### config.mk
export PLATFORM = sky130hd
export DESIGN_NAME = imem_boot_loader
export DESIGN_NICKNAME = d
export VERILOG_FILES = /design/src/rtl/imem_ldr_pkg.sv /design/src/rtl/imem_boot_loader.sv
export SDC_FILE = /design/constraint.sdc
export NUM_CORES = 1
export LEC_CHECK = 0
export CAP_MARGIN = 20
export CORE_ASPECT_RATIO = 1.25
export CORE_UTILIZATION = 64
export DETAILED_ROUTE_END_ITERATION = 10
export DONT_BUFFER_PORTS = 1
export PLACE_DENSITY_LB_ADDON = 0.05
export SLEW_MARGIN = 10
export SYNTH_ARGS = -nofsm -noshare
export SYNTH_HDL_FRONTEND = slang
export SYNTH_SLANG_ARGS = --single-unit
### constraint.sdc
create_clock -name clk -period 3.7 [get_ports clk]
set_clock_uncertainty 0.1 [all_clocks]
set_input_delay 0.74 -clock clk [delete_from_list [all_inputs] [get_ports clk]]
set_output_delay 0.74 -clock clk [all_outputs]
set_load 0.05 [all_outputs]
### src/rtl/imem_ldr_pkg.sv
// Shared definitions for the instruction-memory boot loader.
//   ldr_state_e : loader FSM states
//   WORD_BYTES  : byte stride between consecutive instruction words
//   BOOT_BASE   : default byte address of the first loaded word
package imem_ldr_pkg;

  typedef enum logic [2:0] {
    IDLE,
    LOAD,
    DRAIN,
    RUN,
    ERR
  } ldr_state_e;

  localparam logic [31:0] WORD_BYTES = 32'd4;
  localparam logic [31:0] BOOT_BASE  = 32'h0000_0000;

endpackage

### src/rtl/imem_boot_loader.sv
// Boot/reload sequencer for the single-cycle MIPS core's instruction memory.
// Streams 32-bit words from a valid/ready source into consecutive word
// addresses of the instruction RAM, holding the core in reset until the whole
// image has been written.
//
// Ports:
//   clk, reset        single clock, synchronous active-high reset
//   start_i, len_i    begin a load session of len_i words (IDLE/RUN/ERR only)
//   abort_i           cancel a load in progress (LOAD/DRAIN only)
//   data_valid_i      data_i carries a word; accepted while data_ready_o is high
//   data_ready_o      combinational: high exactly while in LOAD
//   wr_en_imem_o      one-cycle write pulse per accepted word
//   addr_imem_o       byte address of the word being written
//   wr_instr_imem_o   instruction word being written
//   cpu_reset_o       core reset, low only in RUN
//   busy_o/done_o/err_o  status: LOAD or DRAIN / RUN / ERR
//   checksum_o        wrapping 32-bit sum of words accepted this session
module imem_boot_loader
  import imem_ldr_pkg::*;
#(
  parameter int          ADDR_W    = 10,
  parameter logic [31:0] BASE_ADDR = BOOT_BASE
) (
  input  logic            clk,
  input  logic            reset,
  input  logic            start_i,
  input  logic [ADDR_W:0] len_i,
  input  logic            abort_i,
  input  logic            data_valid_i,
  input  logic [31:0]     data_i,
  output logic            data_ready_o,
  output logic            wr_en_imem_o,
  output logic [31:0]     addr_imem_o,
  output logic [31:0]     wr_instr_imem_o,
  output logic            cpu_reset_o,
  output logic            busy_o,
  output logic            done_o,
  output logic            err_o,
  output logic [31:0]     checksum_o
);

  // Largest legal length is the full RAM depth.
  localparam logic [ADDR_W:0] MAX_LEN = {1'b1, {ADDR_W{1'b0}}};
  localparam logic [ADDR_W:0] ONE     = {{ADDR_W{1'b0}}, 1'b1};

  ldr_state_e      state_q;
  ldr_state_e      state_d;
  logic [ADDR_W:0] len_q;
  logic [ADDR_W:0] count_q;
  logic            accept;
  logic            last_accept;
  logic            start_ok;
  logic            start_load;

  // Handshake, length validation and next-state decode. A word presented
  // alongside abort_i is still accepted (ready depends on state only); abort
  // then takes priority over the normal LOAD->DRAIN progression.
  always_comb begin
    accept      = (state_q == LOAD) && data_valid_i;
    last_accept = accept && (count_q == (len_q - ONE));
    start_ok    = (len_i != '0) && (len_i <= MAX_LEN);
    start_load  = 1'b0;
    state_d     = state_q;
    case (state_q)
      IDLE, RUN, ERR: begin
        if (start_i) begin
          start_load = start_ok;
          state_d    = start_ok ? LOAD : ERR;
        end
      end
      LOAD: begin
        if (abort_i) begin
          state_d = ERR;
        end else if (last_accept) begin
          state_d = DRAIN;
        end
      end
      DRAIN: begin
        state_d = abort_i ? ERR : RUN;
      end
      default: begin
        state_d = IDLE;
      end
    endcase
  end

  assign data_ready_o = (state_q == LOAD);

  // State, counters and all registered outputs. Status outputs are derived
  // from the next state so they line up with the state they describe; the
  // write port lags the accepting cycle by exactly one clock.
  always_ff @(posedge clk) begin
    if (reset) begin
      state_q         <= IDLE;
      len_q           <= '0;
      count_q         <= '0;
      checksum_o      <= '0;
      wr_en_imem_o    <= 1'b0;
      addr_imem_o     <= BASE_ADDR;
      wr_instr_imem_o <= '0;
      cpu_reset_o     <= 1'b1;
      busy_o          <= 1'b0;
      done_o          <= 1'b0;
      err_o           <= 1'b0;
    end else begin
      state_q      <= state_d;
      wr_en_imem_o <= accept;
      if (start_load) begin
        len_q      <= len_i;
        count_q    <= '0;
        checksum_o <= '0;
      end else if (accept) begin
        addr_imem_o     <= BASE_ADDR + (WORD_BYTES * 32'(count_q));
        wr_instr_imem_o <= data_i;
        count_q         <= count_q + ONE;
        checksum_o      <= checksum_o + data_i;
      end
      cpu_reset_o <= (state_d != RUN);
      busy_o      <= (state_d == LOAD) || (state_d == DRAIN);
      done_o      <= (state_d == RUN);
      err_o       <= (state_d == ERR);
    end
  end

endmodule
---- Word-level counts from Yosys, hierarchy flattened ----
Index checks and enable logic that the tools add are counted.
operators by class
  add/sub/neg operators ................... 3
  $lt $le $gt $ge ......................... 1
  eq/ne operators ......................... 10
  multiplexer cells ....................... 8
  bitwise logic cells ..................... 1
  reduce and logical (&&, ||, !) cells .... 9
operators by type and width
  kind                                                     count
  adder 32 bit                                             1
  2-to-1 mux 3 bit                                         5
  == test 3 x 2 -> 1 bit (second input constant)           4
  adder 11 x 1 -> 11 bit (second input constant)           1
  == test 11 bit                                           1
  less-or-equal comparator 11 bit (second input constant)  1
  nonzero test 11 bit                                      1
  subtractor 11 x 1 -> 11 bit (second input constant)      1
  one-hot mux 3 bit (3 select lines)                       1
  == test 3 x 1 -> 1 bit (second input constant)           2
  == test 3 bit (second input constant)                    2
  logical AND 1 bit                                        3
  logical NOT 3 bit                                        1
  != test 3 x 2 -> 1 bit (second input constant)           1
  OR reduction 3 bit                                       1
  2-to-1 mux 1 bit                                         2
  AND reduction 2 bit                                      1
  OR reduction 2 bit                                       1
  logical OR 1 bit                                         1
  inverter 1 bit                                           1
word-level totals
  bits in registers ....................... 105
  input bits .............................. 48

---- Depth between registers and ports, before layout ----
Gate-level depths: netlist of run 1.
  depth in word-level cells ............... 8
  mapped depth ............................ 12
  mapped depth without buffers ............ 12

---- Worst setup path after synthesis of run 1 ----
No wires, ideal clock.
  path type ............................... register -> register
  start point ............................. register checksum_o[0]
  end point ............................... register checksum_o[28]
  setup time .............................. 115 ps
  arrival ................................. 3049 ps
  path slack .............................. 436 ps
  stages on the path, launching flop included .. 13
  buffers on the path ..................... 0
  cells stage by stage .................... dfxtp_1 > ha_1 > inv_1 > fa_1 > and2b_1 > o211ai_2 > a2111o_1 > a2111oi_2 > nor3_1 > o31ai_2 > xnor2_1 > o21ai_1 > and2_1
between the ends
  cells in the longest elaborated chain, start to end .. 1
RTL lines
  what                    RTL line                 RTL
  start, declared         imem_boot_loader.sv:39   output logic [31:0] checksum_o
  start signal, assigned  imem_boot_loader.sv:116  checksum_o <= checksum_o + data_i;
  adder 32 bit            imem_boot_loader.sv:116
Every way passes these cells.
A chain may end at the register's enable or synchronous reset.

---- Worst setup path after layout of run 1 ----
  start point ............................. register checksum_o[1]
  end point ............................... register checksum_o[25]
The elaborated chain is that of the path after synthesis.

==> flow_metrics.tcl, run 1 <==
set metrics [dict create \
    ys_ff_latch 105 \
    regArea_sq_um 2100 \
    worstPathRequired_ns 3.81 \
    ant_nets 0 \
    netlist_instances 766 \
    num_vias 5322 \
    grt_antenna_before_repair 0 \
    nFillCells 786 \
    drt_iter0_drc 266 \
    power_density_nw_per_um2 394 \
    peakVddDrop_mv 0.261 \
    vias_per_cell 5.95 \
    rsz0062_at_grt "false" \
    async_flop_share_pct 0 \
    io_buffers 0 \
    avgSynthCellArea_sq_um 7.81 \
    drive_gt1_share_pct 8.03 \
    fin_nets 849 \
    hpwl_mm 10.8 \
    cts_tree "yes" \
    coreArea_sq_um 9130 \
    numCtsBuffers 9 \
    finalCritPeriodShare_pct 87.4 \
    seq_area_frac_synth_pct 35.1 \
    hold_path_startpoint "reset" \
    grt_max_degree 63 \
    synth_top_flop_cell "dfxtp_1" \
    reg2reg_slack_ns 0.47 \
    rows 39 \
    max_cap_violations 0 \
    start_util_pct 65.6 \
    synth_edf_count 0 \
    syn_to_final_growth_pct 7.97 \
    yosys_warnings 0 \
    cp-end-kind "flop" \
    hold_viol 0 \
    tightest_slew_ns 0.744 \
    min_to "wr_instr_imem_o[6]" \
    gp_congestion 0.926 \
    dieArea_sq_um 9740 \
    multi_input_comb_area_sq_um 3580 \
    drcViolationCount 0 \
    htreeDepth 3 \
    syn_area_sq_um 5980 \
    wl_mm 14.7 \
    wl_per_cell_um 16.4 \
    setup_tns_ns 0 \
    clock_latency_ns 0.35 \
    grt_pass1_wl_mm 22.7 \
    die_y_um 110 \
    rr_endpoint "checksum_o[25]" \
    slew_viol_final 0 \
    final_common_cell "nand2_1" \
    hold_depth 1 \
    crit_fanout 4 \
    clockBufferDepth 2 \
    layout_min_cycle_time_ns 3.23 \
    clock-sinks 105 \
    yosysUniqueCellTypes 66 \
    grt_pass1_vias 5024 \
    reg2reg_from "checksum_o[1]" \
    status "completed" \
    antenna_cells 0 \
    fmax_ghz 0.309 \
    drt_pass1_iterations 5 \
    root_buffer "clkbuf_16" \
    ios 150 \
    startpoint_type "flop" \
    hold_class "in -> reg" \
    postCtsResizedCells 0 \
    r2r_cells 11 \
    post-route-util_pct 70.8 \
    clk_pin_slew_ns 0.07 \
    grtUsageTotal_pct 30.3 \
    final_cells 895 \
    hold_buffers 0 \
    slew_headroom_pct 50.4 \
    post-cts-setup-buffers 0 \
    setup_viol 0 \
    crit_arrival_ns 3.34 \
    chipWidth_um 88.5 \
    p_leak_nw 2.58 \
    layout_common_cells "nand2_1, dfxtp_1, a21oi_1, nor2_1, ha_1" \
    grt_overflow_total 0 \
    crit_type "reg -> reg" \
    post-place-cells 879 \
]
[report_power, final]
group	switching, W	internal, W
Sequential	0.0000587	0.00115
Clock	0.000439	0.000546
Combinational	0.000232	0.000115
[worst max path at each step]
| stage | start | endpoint | slack, ns | cells past startpoint |
|---|---|---|---|---|
| floorplan | checksum_o[0] | checksum_o[28] | 0.44 | 12 |
| global placement | data_i[0] | checksum_o[28] | 0.29 | 12 |
| detailed placement | data_i[0] | checksum_o[28] | 0.23 | 12 |
| CTS | checksum_o[1] | checksum_o[25] | 0.54 | 11 |
| global route | data_i[0] | checksum_o[28] | 0.37 | 12 |
| finish | checksum_o[1] | checksum_o[25] | 0.47 | 11 |
[kinds of logic (layout without fill, tap and decap cells)]
group           Yosys count  in the layout  share of synthesized area [%]
compound gates          186            186                           19.1
simple gates            295            295                           22.0
xor+xnor                 51             51                           7.46
other cells               1             21                         0.0627
buf+inv                  79             65                           6.38
fa+ha+maj                34             34                           7.23
mux                      15             15                           2.61
flops                   105            105                           35.1
[final cells by class]
class / count / area share, %
clock inverters: 6 / 1.01
repair buffers: 32 / 3.91
multi-input cells: 602 / 55.5
clock buffers: 10 / 3.70
well taps: 123 / 2.38
flip-flops and latches: 105 / 32.5
inverters: 17 / 0.988
[per-stage QoR]
| step | setup slack [ns] | cell area, sq um | total power [W] | hold slack [ns] |
|---|---|---|---|---|
| after detailed placement | 0.229 | 6160 | 0.00158 | 0.389 |
| after CTS | 0.536 | 6460 | 0.00255 | 0.337 |
| after floorplan | 0.436 | 6060 | 0.00154 | 0.368 |
| after global placement | 0.291 | 6160 | 0.00157 | 0.386 |
| final | 0.467 | 6460 | 0.00254 | 0.347 |
| after global routing | 0.369 | 6460 | 0.00263 | 0.340 |
[worst max-delay path, cell delays in order (launching register included)]
cell,delay (ns)
dfxtp_1,0.35
buf_4,0.22
ha_1,0.27
a211oi_1,0.44
o211ai_2,0.16
a221oi_2,0.42
o21ai_1,0.18
a41oi_1,0.33
nor2b_1,0.25
o21ai_1,0.11
mux2i_1,0.18
o21ai_1,0.09
[state kept, by name, indices dropped and copies added (netlist names)]
signal / cells
done_o: 1
wr_en_imem_o: 1
wr_instr_imem_o: 32
cpu_reset_o: 1
addr_imem_o: 11
len_q: 11
busy_o: 1
state_q: 3
checksum_o: 32
count_q: 11
err_o: 1
[cell usage after synthesis, types with 3 or more instances]
cell type	n	area share, %
and3_1	8	0.84
a21o_1	11	1.4
o21a_1	3	0.38
nor4_1	7	0.73
dfxtp_1	105	35
o22ai_1	3	0.31
a21oi_1	102	8.5
buf_1	5	0.31
xnor2_1	29	4.2
nand2_1	157	9.8
and2_1	4	0.42
nor2b_1	9	0.94
or3_1	7	0.73
o21ai_1	8	0.67
clkbuf_1	31	1.9
nand4_1	10	1.0
a211oi_1	3	0.38
o21ai_0	13	1.1
a31oi_1	9	0.94
buf_2	5	0.42
xor2_1	22	3.2
mux2i_1	13	2.2
nand3_1	14	1.2
nor2_1	52	3.3
o211ai_1	3	0.38
buf_4	21	2.6
inv_1	17	1.1
nand2b_1	3	0.31
o21bai_1	4	0.50
nor3_1	12	1.0
ha_1	33	6.9
[per-layer routing]
layer	wire, um	up-vias	global-route usage (%)
met4	573	0	17.2
met3	701	44	6.70
met1	5630	2528	31.2
li1	-	2602	-
met5	0	-	0
met2	7780	148	55.7
(Power assumes the default switching activity.)
==> run 2: changes to the inputs <==
CTS_CLUSTER_SIZE = 14   (was default)
==> results of run 2 <==
The final DEF is identical to that of run 1; final timing and power are the same.
